## config.mk

```make
export PLATFORM = sky130hd
export DESIGN_NAME = seed_current_monitor
export DESIGN_NICKNAME = d
export VERILOG_FILES = /design/src/rtl/seed_current_monitor.sv
export SDC_FILE = /design/constraint.sdc
export NUM_CORES = 1
export LEC_CHECK = 0
export BUFFER_PORTS_ARGS = -buffer_cell sky130_fd_sc_hd__buf_2
export CAP_MARGIN = 40
export CORE_MARGIN = 4
export CORE_UTILIZATION = 55
export DETAILED_ROUTE_END_ITERATION = 7
export PLACE_DENSITY = 0.81
export SLEW_MARGIN = 25
export SYNTH_ARGS = -nofsm -noshare
export SYNTH_HDL_FRONTEND = slang
export SYNTH_SLANG_ARGS = --single-unit
```

## constraint.sdc

```tcl
create_clock -name clk -period 7 [get_ports clk]
set_input_delay 0 -clock clk [delete_from_list [all_inputs] [get_ports clk]]
set_output_delay 0 -clock clk [all_outputs]
set_load 0.05 [all_outputs]
```

## src/rtl/seed_current_monitor.sv

```systemverilog
// Multi-channel over-current monitor for the seed laser driver: shadowed DDS/CW limits,
// consecutive-sample trip qualification, sticky faults, shutdown interlock and peak tracking.
module seed_current_monitor #(
  parameter int NUM_CH = 2,
  parameter int DATA_W = 16,
  parameter int CNT_W  = 4
) (
  input  logic                     clk,
  input  logic                     rstn,
  input  logic                     sample_valid,
  input  logic [NUM_CH*DATA_W-1:0] sample_data,
  input  logic                     limit_sel,
  input  logic [NUM_CH*DATA_W-1:0] limit_dds,
  input  logic [NUM_CH*DATA_W-1:0] limit_cw,
  input  logic                     limit_update,
  input  logic [CNT_W-1:0]         trip_thresh,
  input  logic                     arm,
  input  logic                     status_clear,
  output logic [NUM_CH-1:0]        over_limit,
  output logic [NUM_CH-1:0]        fault_latched,
  output logic                     shutdown_n,
  output logic [NUM_CH*DATA_W-1:0] peak_data
);

  typedef enum logic [1:0] {
    ST_DISARMED = 2'd0,
    ST_MONITOR  = 2'd1,
    ST_COUNTING = 2'd2,
    ST_TRIPPED  = 2'd3
  } state_t;

  localparam logic [CNT_W-1:0] CNT_ZERO = '0;
  localparam logic [CNT_W-1:0] CNT_ONE  = {{(CNT_W-1){1'b0}}, 1'b1};
  localparam logic [CNT_W-1:0] CNT_MAX  = '1;

  logic [NUM_CH*DATA_W-1:0] shadow_dds_r;
  logic [NUM_CH*DATA_W-1:0] shadow_cw_r;
  logic [CNT_W-1:0]         thr_eff_s;

  // Shadow limit registers; comparisons never see the live limit inputs.
  always_ff @(posedge clk) begin
    if (!rstn) begin
      shadow_dds_r <= '1;
      shadow_cw_r  <= '1;
    end else if (limit_update) begin
      shadow_dds_r <= limit_dds;
      shadow_cw_r  <= limit_cw;
    end else begin
      shadow_dds_r <= shadow_dds_r;
      shadow_cw_r  <= shadow_cw_r;
    end
  end

  // A threshold of zero is treated as one so a single over-limit sample trips.
  always_comb begin
    if (trip_thresh == CNT_ZERO) begin
      thr_eff_s = CNT_ONE;
    end else begin
      thr_eff_s = trip_thresh;
    end
  end

  assign shutdown_n = ~|fault_latched;

  for (genvar ch = 0; ch < NUM_CH; ch++) begin : g_ch
    logic [DATA_W-1:0] sample_s;
    logic [DATA_W-1:0] limit_s;
    logic              over_s;
    logic [CNT_W-1:0]  cnt_base_s;
    logic [CNT_W-1:0]  cnt_inc_s;
    logic              trip_s;
    state_t            state_r;
    logic [CNT_W-1:0]  cnt_r;
    logic              over_r;
    logic              fault_r;
    logic [DATA_W-1:0] peak_r;

    // Compare against the selected shadow limit and qualify a new trip.
    always_comb begin
      sample_s = sample_data[ch*DATA_W +: DATA_W];
      if (limit_sel) begin
        limit_s = shadow_cw_r[ch*DATA_W +: DATA_W];
      end else begin
        limit_s = shadow_dds_r[ch*DATA_W +: DATA_W];
      end
      over_s = (sample_s > limit_s);
      if (state_r == ST_DISARMED) begin
        cnt_base_s = CNT_ZERO;
      end else begin
        cnt_base_s = cnt_r;
      end
      if (cnt_base_s == CNT_MAX) begin
        cnt_inc_s = cnt_base_s;
      end else begin
        cnt_inc_s = cnt_base_s + CNT_ONE;
      end
      trip_s = sample_valid && arm && over_s && (state_r != ST_TRIPPED) &&
               (cnt_inc_s >= thr_eff_s);
    end

    // Channel FSM, compare register and peak tracker; a coincident trip beats status_clear.
    always_ff @(posedge clk) begin
      if (!rstn) begin
        state_r <= ST_DISARMED;
        cnt_r   <= CNT_ZERO;
        over_r  <= 1'b0;
        fault_r <= 1'b0;
        peak_r  <= '0;
      end else begin
        if (sample_valid) begin
          over_r <= over_s;
        end else begin
          over_r <= over_r;
        end

        if (status_clear) begin
          peak_r <= sample_valid ? sample_s : '0;
        end else if (sample_valid && (sample_s > peak_r)) begin
          peak_r <= sample_s;
        end else begin
          peak_r <= peak_r;
        end

        if (trip_s) begin
          state_r <= ST_TRIPPED;
          fault_r <= 1'b1;
          cnt_r   <= status_clear ? CNT_ONE : cnt_inc_s;
        end else if (status_clear) begin
          state_r <= arm ? ST_MONITOR : ST_DISARMED;
          fault_r <= 1'b0;
          cnt_r   <= CNT_ZERO;
        end else if (sample_valid) begin
          case (state_r)
            ST_TRIPPED: begin
              fault_r <= 1'b1;
              cnt_r   <= over_s ? cnt_inc_s : cnt_r;
            end
            ST_DISARMED, ST_MONITOR, ST_COUNTING: begin
              if (!arm) begin
                state_r <= ST_DISARMED;
                cnt_r   <= CNT_ZERO;
              end else if (over_s) begin
                state_r <= ST_COUNTING;
                cnt_r   <= cnt_inc_s;
              end else begin
                state_r <= ST_MONITOR;
                cnt_r   <= CNT_ZERO;
              end
            end
            default: begin
              state_r <= ST_DISARMED;
              cnt_r   <= CNT_ZERO;
            end
          endcase
        end else begin
          state_r <= state_r;
          cnt_r   <= cnt_r;
          fault_r <= fault_r;
        end
      end
    end

    assign over_limit[ch]                 = over_r;
    assign fault_latched[ch]              = fault_r;
    assign peak_data[ch*DATA_W +: DATA_W] = peak_r;
  end

endmodule

```

# Word level (Yosys, flattened, before mapping)
# Cells that the tools add are included.
[op_classes]
mux = 50
reduce_logical = 30
order_cmp = 6
n_eq_ne = 12
n_addsub = 2
[ops]
columns = ["op", "n"]
rows = [
  ["2-to-1 mux 16 bit", 8],
  ["2-to-1 mux 4 bit", 19],
  ["greater-than comparator 16 bit", 4],
  ["2-to-1 mux 2 bit", 12],
  ["nonzero test 3 bit", 6],
  ["case mux 4 bit (2 select lines)", 2],
  ["AND reduction 2 bit", 6],
  ["logical AND 1 bit", 9],
  ["2-to-1 mux 1 bit", 9],
  ["adder 4 x 1 -> 4 bit (second input constant)", 2],
  ["equality test 2 bit (second input constant)", 4],
  ["equality test 4 bit (second input constant)", 2],
  ["greater-or-equal comparator 4 bit", 2],
  ["!= test 4 bit (second input constant)", 2],
  ["OR reduction 3 bit", 2],
  ["equality test 2 x 1 -> 1 bit (second input constant)", 2],
  ["logical NOT 2 bit", 2],
  ["logical NOT 4 bit", 1],
  ["!= test 2 bit (second input constant)", 2],
  ["nonzero test 2 bit", 2],
  ["OR reduction 2 bit", 1],
  ["logical NOT 1 bit", 1],
]
[word_totals]
reg_bits = 112
word_cells = 112
input_bits = 107

# Longest topological paths before layout
# Gate-level depths: netlist of run 1.
[logic_depth]
word_depth = 10
ltp_mapped = 13

# Worst setup path before layout of run 1
# OpenSTA, ideal clock, no wires.
[synth_timing]
path_type = "reg2reg"
from = "register g_ch[0].state_r[1]"
to = "register g_ch[0].cnt_r[0]"
path_stages_with_launch = 14
t_arrival_ns = 2.495
synth_period_minus_slack_ns = 2.618
required_ns = 6.877
path_slack_ns = 4.382
path_cell_list = "dfxtp_1 -> or2_1 -> and2_1 -> ha_1 -> nand3_1 -> xnor2_1 -> nor2_1 -> ha_1 -> nand2b_1 -> a21o_1 -> a211o_1 -> a31oi_1 -> o32a_1 -> a211oi_1"
[synth_via]
elab_chain_cells = 10
elab_cells_between_ends = 24
classes_between = "1 x add/sub; 1 x order compare; 6 x eq/ne; 10 x mux; 6 x reduce/logical"
[synth_rtl]
columns = ["element", "line", "rtl"]
rows = [
  ["from (decl)", "72", "state_t state_r;"],
  ["from (signal assigned)", "129", "state_r <= arm ? ST_MONITOR : ST_DISARMED;"],
  ["from (signal assigned)", "156", "state_r <= state_r;"],
  ["parallel branches: the longest is 10 deep, another holds adder 4 x 1 -> 4 bit", "--", ""],
  ["to (signal assigned)", "127", "cnt_r <= status_clear ? CNT_ONE : cnt_inc_s;"],
  ["to (signal assigned)", "136", "cnt_r <= over_s ? cnt_inc_s : cnt_r;"],
  ["to (signal assigned)", "144", "cnt_r <= cnt_inc_s;"],
  ["to (decl)", "73", "logic [CNT_W-1:0] cnt_r;"],
]
# Parallel ways; which one is timed is not known. The select of a mux whose other input is x is not followed.
# A chain may end at the register's enable or synchronous reset.

# Final worst setup path of run 1
[layout_timing]
from = "register g_ch[1].state_r[0]"
to = "register g_ch[1].cnt_r[0]"
[layout_via]
elab_chain_cells = 10
elab_cells_between_ends = 24
classes_between = "1 x add/sub; 1 x order compare; 6 x eq/ne; 10 x mux; 6 x reduce/logical"
[layout_rtl]
columns = ["element", "line"]
rows = [
  ["from (decl)", "72"],
  ["from (signal assigned)", "129"],
  ["from (signal assigned)", "156"],
  ["parallel branches: the longest is 10 deep, another holds adder 4 x 1 -> 4 bit", "--"],
  ["to (signal assigned)", "127"],
  ["to (signal assigned)", "136"],
  ["to (signal assigned)", "144"],
  ["to (decl)", "73"],
]
# Parallel ways; which one is timed is not known. The select of a mux whose other input is x is not followed.

==> reports/results.tsv, run 1 <==
stage	metric	value	unit
cts	cts_tree	done	
cts	htree_levels	3	
die	fp-row-count	39	
cts	path_clk_slew	0.08	ns
yosys	syn-num-nets	914	
routing	wl_per_cell	16.8	um
critical_path	required	7.26	ns
critical_path	arrival	3.17	ns
grt	antenna_found_initial	2	
power	ir_drop	0.198	mV
yosys	synthTopCellsByArea	dfxtp_1 (34%), mux2i_1 (19%), ha_1 (14%), nand2_1 (8.1%), a21oi_1 (2.7%)	
die	coreArea	11600	um^2
timing	clock.fmax	0.344	GHz
final_layout	fill_cells	806	
cts	clk_latency	0.36	ns
critical_path	crit_type	flip-flop to flip-flop	
timing	fin_crit_sh	41.6	%
cts	clock_tree.buffer_depth	2	
yosys	netlist_instances	733	
final_layout	nets	1131	
final_layout	fin_util	74.9	%
grt	grt_pass1_vias	6049	
yosys	synth_warnings	0	
power	p_per_area	187	nW/um^2
worst_hold_path	min_from	limit_update	
yosys	synth_most_common_cell	nand2_1	
power	p_leak	4.21	nW
yosys	yosys.cell_types.count	58	
timing	setup_violations	0	
placement	hpwl	11.9	mm
critical_path	crit_slowest_cell	o311ai_0	
yosys	synth_top_cell_by_area	dfxtp_1	
critical_path	r2r_cells	13	
placement	io_buffer_count	143	
cts	cts_inserted_buffers	9	
routing	vias	6130	
grt	overflow	0	
routing	dr.pass1.iters	5	
routing	drt-initial-drc-count	475	
grt	grtUsageTotal	26.5	%
timing	final_max_slew_viol_count	0	
critical_path	max_stage_delay	0.40	ns
timing	rsz0062_at_grt	false	
critical_path	rrSetupSlack	4.09	ns
worst_hold_path	whs_endpoint	shadow_dds_r[29]	
die	dieArea	13900	um^2
power	power	1.63	mW
critical_path	r2r_end	g_ch[1].cnt_r[0]	
grt	grt_pass1_wl	30.2	mm
worst_hold_path	hold_path_class	primary input to flip-flop	
timing	hold_viol	0	
final_layout	fin_area	8700	um^2
critical_path	path_max_fanout	7	
yosys	avgSynthCellArea	9.03	um^2
timing	worst_pin_slew	0.842	ns
critical_path	critPathBufInv	0	
timing	finalCriticalPeriod	2.91	ns
cts	cts-resized-gates	0	
worst_hold_path	hold_depth	3	
final_layout	syn_to_final_growth	31.4	%
cts	cts.sinks	112	
routing	viasPerCell	5.57	
yosys	synth_top_area_share	33.9	%
final_layout	multi_input_area	4050	um^2
die	die_h	118	um
cts	post_cts_buffers	0	
timing	fin_skew	0.00718	ns
timing	fin_setup_tns	0	ns
critical_path	critical_path.top_delay_family	compound AO/OA/AOI/OAI gates	
placement	post-place-ws	4.17	ns
routing	totalWireLength	18.5	mm
die	start_util	57.0	%
yosys	ys_seq_area_share	33.9	%
run	maxCapViolations	0	
yosys	synth_commonest_cells	nand2_1 (143), mux2i_1 (127), dfxtp_1 (112)	
final_layout	drive_gt1_share	18.5	%
die	pin_count	144	
critical_path	crit_path_cell_trace	nor2_1 > nor2b_1 > ha_1 > nand3_1 > xor2_1 > nor2_1 > ha_1 > nand2b_1 > a21oi_1 > nor2b_1 > o311ai_0 > a211oi_1 > o21a_1	
yosys	ys_async_sr_fraction	0	%
cts	cts-root-buf	clkbuf_16	
yosys	synth_seq_cells	112	
timing	slew-limit-headroom	43.8	%
yosys	synth-edff-count	0	
routing	drc	0	
yosys	ys.flop_type	dfxtp_1	
placement	gp_congestion	0.851	
placement	dpl_cell_area	7420	um^2
timing	fin_ws	4.09	ns
critical_path	endpoint_kind	flip-flop	
final_layout	seq_area	2240	um^2
run_status	status	finished, final reports clean	
grt	grt_max_degree	70	
critical_path	start_kind	flip-flop	
routing	postRouteAntennaNets	0	
yosys	syn_area	6620	um^2
critical_path	r2r-start	g_ch[1].state_r[0]	
die	die-width	118	um
==> power by group <==
part	internal [mW]	total, mW	leakage, nW	switching [mW]
clock network	0.282	0.536	0.148	0.254
logic	0.171	0.388	3.14	0.218
registers	0.675	0.701	0.924	0.0269
==> sequential cells by signal, indices dropped and copies added (netlist names) <==
name          flops
shadow_cw_r      32
shadow_dds_r     32
g_ch.cnt_r        8
g_ch.peak_r      32
g_ch.state_r      4
g_ch.over_r       2
g_ch.fault_r      2
==> kinds of logic after synthesis <==
group | after synthesis | synth area share [%]
adder cells (fa/ha/maj) | 74 | 14.0
XOR/XNOR | 2 | 0.265
AND/OR/NAND/NOR | 219 | 14.7
buffers and inverters | 82 | 5.20
flip-flops | 112 | 33.9
AO/OA/AOI/OAI | 112 | 12.0
multiplexers | 132 | 20.0
==> worst register-to-register path: cells and delay by family (launching register included) <==
| family | cells | cell delay, ns |
|---|---|---|
| simple gates | 6 | 0.81 |
| fa+ha+maj | 2 | 0.54 |
| compound gates | 4 | 0.86 |
| xor+xnor | 1 | 0.21 |
| flops | 1 | 0.38 |
==> cells in the final DEF (no fill, tap or decap), types with 3 or more instances in the layout <==
master         instances
mux2_2                 5
nor3_1                 3
o211ai_1               7
nand2_1              143
nand3_1               11
and3_1                 3
o211a_1                3
a21oi_1               35
a31oi_1                5
o21ai_1                7
clkbuf_16              9
nor2b_1                9
and2_1                 3
o21ai_0                8
o21a_1                 7
dfxtp_1              112
mux2i_1              127
buf_4                  3
a211oi_1               5
a21o_1                 9
nand2b_1               3
inv_1                 43
dlygate4sd3_1         97
nor4_1                 5
o31ai_1                3
nand4_1               11
buf_2                142
nor2_1                18
ha_1                  74
==> worst max path at each step <==
stage / cells past startpoint / start / end
floorplan: 13 / g_ch[0].state_r[1] / g_ch[0].cnt_r[0]
global placement: 9 / limit_sel / g_ch[1].cnt_r[0]
detailed placement: 13 / g_ch[1].state_r[0] / g_ch[1].cnt_r[0]
CTS: 13 / g_ch[1].state_r[0] / g_ch[1].cnt_r[0]
global route: 13 / g_ch[1].state_r[0] / g_ch[1].cnt_r[0]
finish: 13 / g_ch[1].state_r[0] / g_ch[1].cnt_r[0]
==> stage by stage <==
stage	hold WS [ns]	instances
floorplan	0.128	733
global placement	0.213	983
detailed placement	0.218	985
CTS	0.117	1098
global route	0.130	1100
finish	0.129	1100
==> layer usage <==
| metal | share of wire, % | vias up | track usage [%] |
|---|---|---|---|
| met5 | 0 | - | 0 |
| met3 | 5.4 | 46 | 5.38 |
| met4 | 2.8 | 0 | 10.4 |
| met2 | 48 | 200 | 44.8 |
| met1 | 43 | 2863 | 33.2 |
| li1 | - | 3021 | - |
==> what timing repair did <==
action / in CTS / in global routing
hold buffers: 97 / 0
hold endpoints to repair: 97 / 0
endpoints found under the setup margin: 0 / 0
==> area by class of cell <==
type | instances | share of cell area [%]
flip-flops and latches | 112 | 25.8
well taps | 143 | 2.06
diodes | 2 | 0.0575
repair buffers | 244 | 20.2
clock inverters | 7 | 0.920
inverters | 44 | 1.90
multi-input cells | 539 | 46.5
clock buffers | 9 | 2.59
No activity file was read; power rests on OpenSTA's default activity.
==> inputs of run 2 (changes only) <==
--- a/config.mk
+++ b/config.mk
@@ -8,9 +8,9 @@
 export BUFFER_PORTS_ARGS = -buffer_cell sky130_fd_sc_hd__buf_2
 export CAP_MARGIN = 40
 export CORE_MARGIN = 4
-export CORE_UTILIZATION = 55
+export CORE_UTILIZATION = 50
 export DETAILED_ROUTE_END_ITERATION = 7
-export PLACE_DENSITY = 0.81
+export PLACE_DENSITY = 0.77
 export SLEW_MARGIN = 25
 export SYNTH_ARGS = -nofsm -noshare
 export SYNTH_HDL_FRONTEND = slang
==> constraint.sdc (replaced) <==
create_clock -name clk -period 2.4 [get_ports clk]
set_input_delay 0 -clock clk [delete_from_list [all_inputs] [get_ports clk]]
set_output_delay 0 -clock clk [all_outputs]
set_load 0.05 [all_outputs]
==> run 2 against run 1 <==
Net effect: the run now ends with setup timing left; register-to-register slack worse by 4.2 ns; hold slack got worse by 0.13 ns; clock skew about the same; power grew to 2.9 times the previous value; clock power grew to 2.6 times the previous value; via count increased by 3.6%; largest power group unchanged; worst setup slack got worse by 4.2 ns; final area rose by 5.0%.
==> reports/results.tsv, run 2 (synthesized netlist as in run 1, its figures left out) <==
stage	metric	value	unit	change
timing	fin_skew	0.00750	ns	+0.000324 ns
power	p_leak	4.39	nW	+4.3%
final_layout	nets	1163		+2.8%
grt	grt_pass1_vias	6395		+5.7%
routing	vias	6349		+3.6%
critical_path	r2r_cells	13		unchanged
timing	final_max_slew_viol_count	0		unchanged
final_layout	fin_util	71.5	%	-3.4 points
routing	drc	0		unchanged
timing	setup_violations	7		+7
cts	cts_tree	done		
critical_path	max_stage_delay	0.36	ns	-0.04 ns
cts	path_clk_slew	0.07	ns	about the same
die	fp-row-count	41		+5.1%
final_layout	final_common_cell	nand2_1		
cts	cts.sinks	112		unchanged
critical_path	crit_slowest_cell	dfxtp_2		
timing	slew-limit-headroom	52.9	%	+9.0 points
routing	postRouteAntennaNets	0		unchanged
final_layout	reg_top3	g_ch.peak_r: 32 flops, shadow_cw_r: 32 flops, shadow_dds_r: 32 flops		
timing	worst_pin_slew	0.707	ns	-0.135 ns
routing	wl_per_cell	17.4	um	+3.8%
critical_path	required	2.61	ns	-4.65 ns
cts	cts_inserted_buffers	9		unchanged
final_layout	seq_area	2260	um^2	+1.0%
final_layout	drive_gt1_share	25.2	%	+6.6 points
critical_path	path_max_fanout	3		-4
critical_path	start_kind	flip-flop		
final_layout	layout_common_cells	nand2_1 (143), buf_2 (142), mux2i_1 (127)		
grt	grtUsageTotal	26.2	%	-0.28 points
critical_path	endpoint_kind	flip-flop		
worst_hold_path	hold_depth	3		unchanged
die	coreArea	12800	um^2	+10%
critical_path	crit_path_cell_trace	nor2_4 > nor2b_1 > ha_2 > nand3_2 > xor2_2 > nor2_1 > ha_1 > nand2b_4 > a21oi_4 > nor2b_2 > o31a_1 > nor4b_2 > nor4_1		
routing	viasPerCell	5.47		-1.9%
routing	drt-initial-drc-count	326		-31%
critical_path	arrival	2.76	ns	-0.41 ns
placement	hpwl	12.7	mm	+6.7%
placement	dp_cells	1042		+5.8%
timing	clock.fmax	0.392	GHz	+14%
routing	dr.pass1.iters	5		unchanged
placement	dpl_cell_area	7730	um^2	+4.1%
die	die-width	123	um	+4.5%
timing	fin_ws	-0.151	ns	-4.24 ns
routing	totalWireLength	20.2	mm	+9.5%
power	p_per_area	513	nW/um^2	+170%
timing	fin_crit_sh	106	%	+65 points
grt	grt_max_degree	69		-1.4%
die	start_util	51.8	%	-5.2 points
final_layout	fill_cells	886		+9.9%
timing	rsz0062_at_grt	true		
die	die_h	123	um	+4.5%
final_layout	syn_to_final_growth	37.9	%	
die	pin_count	144		unchanged
cts	cts-root-buf	clkbuf_16		
power	ir_drop	0.417	mV	+110%
run	maxCapViolations	0		unchanged
final_layout	multi_input_area	4200	um^2	+3.9%
run_status	status	finished with violations		
cts	clock_tree.buffer_depth	2		unchanged
worst_hold_path	hold_path_class	primary input to flip-flop		
grt	antenna_found_initial	2		unchanged
power	power	4.69	mW	+190%
final_layout	fin_area	9130	um^2	+5.0%
grt	grt_pass1_wl	31.2	mm	+3.1%
placement	post-place-ws	-0.129	ns	-4.29 ns
placement	io_buffer_count	143		unchanged
critical_path	crit_type	flip-flop to flip-flop		
cts	clk_latency	0.35	ns	about the same
timing	hold_viol	0		unchanged
run_status	violations	setup timing		
placement	gp_congestion	0.885		+4.0%
die	dieArea	15100	um^2	+9.3%
cts	htree_levels	3		unchanged
grt	overflow	0		unchanged
final_layout	stdcell_count	1161		+5.5%
timing	finalCriticalPeriod	2.55	ns	-0.358 ns
run 2: routing by layer:
metal	global-route usage, %	up-vias	routed length [um]
met5	0	-	0
met1	31.5	2951	8660
met4	14.4	0	855
met2	44.8	238	9730
met3	4.25	71	970
li1	-	3089	-
run 2: worst max-delay path, delay by kind of cell (launching register included):
family	cells	cell delay (ns)
simple gates	8	0.92
fa+ha+maj	2	0.51
compound gates	2	0.41
flops	1	0.36
xor+xnor	1	0.21
run 2: repair_timing:
item,4_1_cts,5_1_grt
pin swaps,4,18
buffers inserted,1,5
endpoints found under the setup margin,7,12
resized for setup,8,22
hold buffers,95,0
hold endpoints to repair,95,0
run 2: path summary, 6_finish.rpt:
check,startpoint,end,slack (ns)
max,g_ch[1].state_r[0],g_ch[1].state_r[0],-0.15
min,arm,g_ch[0].state_r[0],0.003
max reg2reg,g_ch[1].state_r[0],g_ch[1].state_r[0],-0.15
min reg2reg,g_ch[1].peak_r[14],g_ch[1].peak_r[14],0.47
run 2: report_power, final:
group | internal, mW | switching (mW)
logic | 0.549 | 0.674
registers | 1.97 | 0.0774
clock network | 0.753 | 0.662
run 2: cell type report:
class	instances	share of cell area, %
sequential	112	24.8
multi-input combinational	539	46.0
timing repair buffer	276	21.9
tap	172	2.36
antenna	3	0.0822
inverter	44	1.81
clock buffer	12	2.81
clock inverter	3	0.192
run 2: stage by stage:
step / hold WS (ns) / setup TNS [ns]
2_1_floorplan: 0.128 / -0.0777
3_3_place_gp: 0.214 / -0.509
3_5_place_dp: 0.220 / -0.715
4_1_cts: 0.00636 / -0.260
5_1_grt: 0.00847 / -1.31
6_report: 0.00342 / -0.441
==> inputs of run 3 (changes only) <==
--- a/config.mk
+++ b/config.mk
@@ -7,10 +7,12 @@
 export LEC_CHECK = 0
 export BUFFER_PORTS_ARGS = -buffer_cell sky130_fd_sc_hd__buf_2
 export CAP_MARGIN = 40
+export CELL_PAD_IN_SITES_DETAIL_PLACEMENT = 0
+export CELL_PAD_IN_SITES_GLOBAL_PLACEMENT = 1
 export CORE_MARGIN = 4
-export CORE_UTILIZATION = 50
+export CORE_UTILIZATION = 37
 export DETAILED_ROUTE_END_ITERATION = 7
-export PLACE_DENSITY = 0.77
+export PLACE_DENSITY_LB_ADDON = 0.1
 export SLEW_MARGIN = 25
 export SYNTH_ARGS = -nofsm -noshare
 export SYNTH_HDL_FRONTEND = slang
==> run 3 against run 2 <==
Net effect: the run still ends with setup timing left; final area rose by 1.4%; count of clock-buffer cells in the layout decreased by 2; critical endpoint is now g_ch[0].cnt_r[0]; clock power is 4% higher; die area up 33%; critical path type unchanged; highest routed layer unchanged.
==> reports/results.tsv, run 3 (synthesized netlist as in run 1, its figures left out) <==
stage	metric	value	unit	change
grt	overflow	0		unchanged
grt	grt_max_degree	69		unchanged
timing	final_max_slew_viol_count	0		unchanged
timing	clock.fmax	0.393	GHz	+0.27%
final_layout	stdcell_count	1213		+4.5%
critical_path	critPathCapture	g_ch[0].cnt_r[0]		
power	p_leak	4.39	nW	about the same
critical_path	critical_path.top_delay_family	compound AO/OA/AOI/OAI gates		
power	ir_drop	0.392	mV	-6.1%
final_layout	drive_gt1_share	25.5	%	+0.38 points
run_status	violations	setup timing		
critical_path	rrSetupSlack	-0.14	ns	about the same
routing	dr.pass1.iters	6		+1
power	internal_power	3.27	mW	-0.27%
routing	drt-initial-drc-count	235		-28%
power	power	4.72	mW	+0.73%
cts	cts-root-buf	clkbuf_16		
timing	setup_violations	6		-1
critical_path	crit_path_cell_trace	or2_1 > and2_4 > ha_4 > nand3_4 > nor2_4 > mux2_4 > ha_4 > a21o_1 > a211o_1 > a31oi_1 > o32a_1 > a211oi_1		
critical_path	crit_type	flip-flop to flip-flop		
timing	slew-limit-headroom	51.9	%	-0.97 points
die	dieArea	20100	um^2	+33%
critical_path	endpoint_kind	flip-flop		
final_layout	nets	1164		+0.086%
critical_path	crit_slowest_cell	dfxtp_2		
critical_path	max_stage_delay	0.33	ns	-0.03 ns
critical_path	crit_top_cell	ha_4		
placement	dpl_cell_area	7780	um^2	+0.76%
power	p_per_area	510	nW/um^2	-0.64%
timing	finalCriticalPeriod	2.54	ns	-0.00683 ns
cts	path_clk_slew	0.08	ns	about the same
power	power_frac_comb	25.7	%	-0.4 points
die	fp-row-count	48		+17%
final_layout	layout_common_cells	nand2_1 (143), buf_2 (142), mux2i_1 (124)		
die	start_util	38.0	%	-14 points
final_layout	fin_util	53.2	%	-18 points
run_status	status	finished with violations		
die	pin_count	144		unchanged
die	die-width	142	um	+15%
power	switching_share	30.8	%	+0.69 points
final_layout	fill_cells	1645		+86%
cts	htree_levels	3		unchanged
critical_path	r2r_cells	12		-1
placement	io_buffer_count	143		unchanged
critical_path	critPathBufInv	0		unchanged
placement	dp_cells	1094		+5.0%
routing	vias	6077		-4.3%
power	seqPwrFrac	43.2	%	-0.5 points
cts	clk_latency	0.35	ns	about the same
cts	cts_tree	done		
placement	gp_congestion	0.840		-5.1%
grt	grt_pass1_wl	30.1	mm	-3.5%
run	maxCapViolations	0		unchanged
placement	post-place-ws	-0.128	ns	+0.000491 ns
critical_path	path_max_fanout	3		unchanged
grt	grtUsageTotal	18.7	%	-7.6 points
routing	drc	0		unchanged
die	coreArea	17400	um^2	+36%
critical_path	crit_start	g_ch[0].state_r[1]		
timing	rsz0062_at_grt	true		
critical_path	crit_cells	12		-1
final_layout	final_common_cell	nand2_1		
timing	fin_crit_sh	106	%	-0.28 points
power	clkPwrFrac	31.1	%	+0.9 points
placement	hpwl	14.0	mm	+10%
final_layout	multi_input_area	4240	um^2	+0.89%
power	switching_power	1.46	mW	+3.1%
final_layout	fin_area	9260	um^2	+1.4%
final_layout	syn_to_final_growth	39.9	%	
timing	fin_setup_tns	-0.409	ns	+0.0319 ns
timing	fin_ws	-0.144	ns	+0.00683 ns
critical_path	start_kind	flip-flop		
routing	totalWireLength	18.8	mm	-7.1%
routing	postRouteAntennaNets	0		unchanged
cts	cts_inserted_buffers	9		unchanged
worst_hold_path	hold_path_class	primary input to flip-flop		
routing	viasPerCell	5.01		-8.4%
grt	antenna_found_initial	1		-1
critical_path	arrival	2.76	ns	about the same
final_layout	reg_top3	g_ch.peak_r: 32 flops, shadow_cw_r: 32 flops, shadow_dds_r: 32 flops		
timing	fin_skew	0.00681	ns	-0.000696 ns
grt	grt_pass1_vias	6078		-5.0%
final_layout	seq_area	2260	um^2	unchanged
critical_path	r2r-start	g_ch[0].state_r[1]		
critical_path	required	2.62	ns	about the same
routing	wl_per_cell	15.5	um	-11%
timing	hold_viol	0		unchanged
critical_path	r2r_end	g_ch[0].cnt_r[0]		
cts	clock_tree.buffer_depth	2		unchanged
timing	fin_hold_ws	0.136	ns	+0.132 ns
timing	worst_pin_slew	0.722	ns	+0.0146 ns
die	die_h	142	um	+15%
cts	cts.sinks	112		unchanged
-- run 3: cell types whose count changed in the layout (fill, tap and decap cells not counted), sizes merged --
| cell | change |
|---|---|
| clkbuf | -2 |
| dlygate4sd3 | +2 |
| diode | -2 |
| clkinv | +1 |
| inv | +1 |
| buf | -1 |
-- run 3: area by class of cell --
type,instances,share of cell area [%]
well taps,225,3.04
repair buffers,277,21.9
multi-input cells,539,45.8
clock inverters,5,0.459
flip-flops and latches,112,24.5
inverters,44,1.78
clock buffers,10,2.58
diodes,1,0.0270
-- run 3: power by group through the flow --
| stage | combinational (mW) | sequential (mW) | clock [mW] |
|---|---|---|---|
| floorplan | 0.584 | 2.20 | 0 |
| global placement | 1.04 | 2.07 | 0 |
| detailed placement | 1.06 | 2.08 | 0 |
| CTS | 1.19 | 2.04 | 1.53 |
| global route | 1.34 | 2.05 | 1.58 |
| finish | 1.22 | 2.04 | 1.47 |
-- run 3: worst min-delay path by stage --
stage | slack, ns | startpoint | endpoint | cells after the start
floorplan | 0.13 | limit_cw[0] | shadow_cw_r[0] | 2
global placement | 0.22 | limit_dds[10] | shadow_dds_r[10] | 3
detailed placement | 0.22 | limit_dds[19] | shadow_dds_r[19] | 3
CTS | 0.13 | sample_valid | g_ch[1].over_r | 3
global route | 0.17 | sample_valid | g_ch[1].over_r | 3
finish | 0.14 | sample_valid | g_ch[1].over_r | 3
-- run 3: worst min-delay path, delay by kind of cell --
family	cells	cell delay [ns]
and+or+nand+nor	1	0.08
muxes	1	0.15
buffers and inverters	1	0.21
-- run 3: timing repair --
item / in CTS / in global routing
setup buffers: 0 / 6
endpoints found under the hold margin: 97 / 0
pin swaps: 1 / 12
setup endpoints to repair: 6 / 13
hold buffers: 97 / 0
resized for setup: 2 / 36
-- run 3: metal layers --
layer	GRT usage, %	wire length [um]
met5	0	0
met3	2.83	842
met4	6.11	401
met1	23.8	8540
met2	32.3	9010
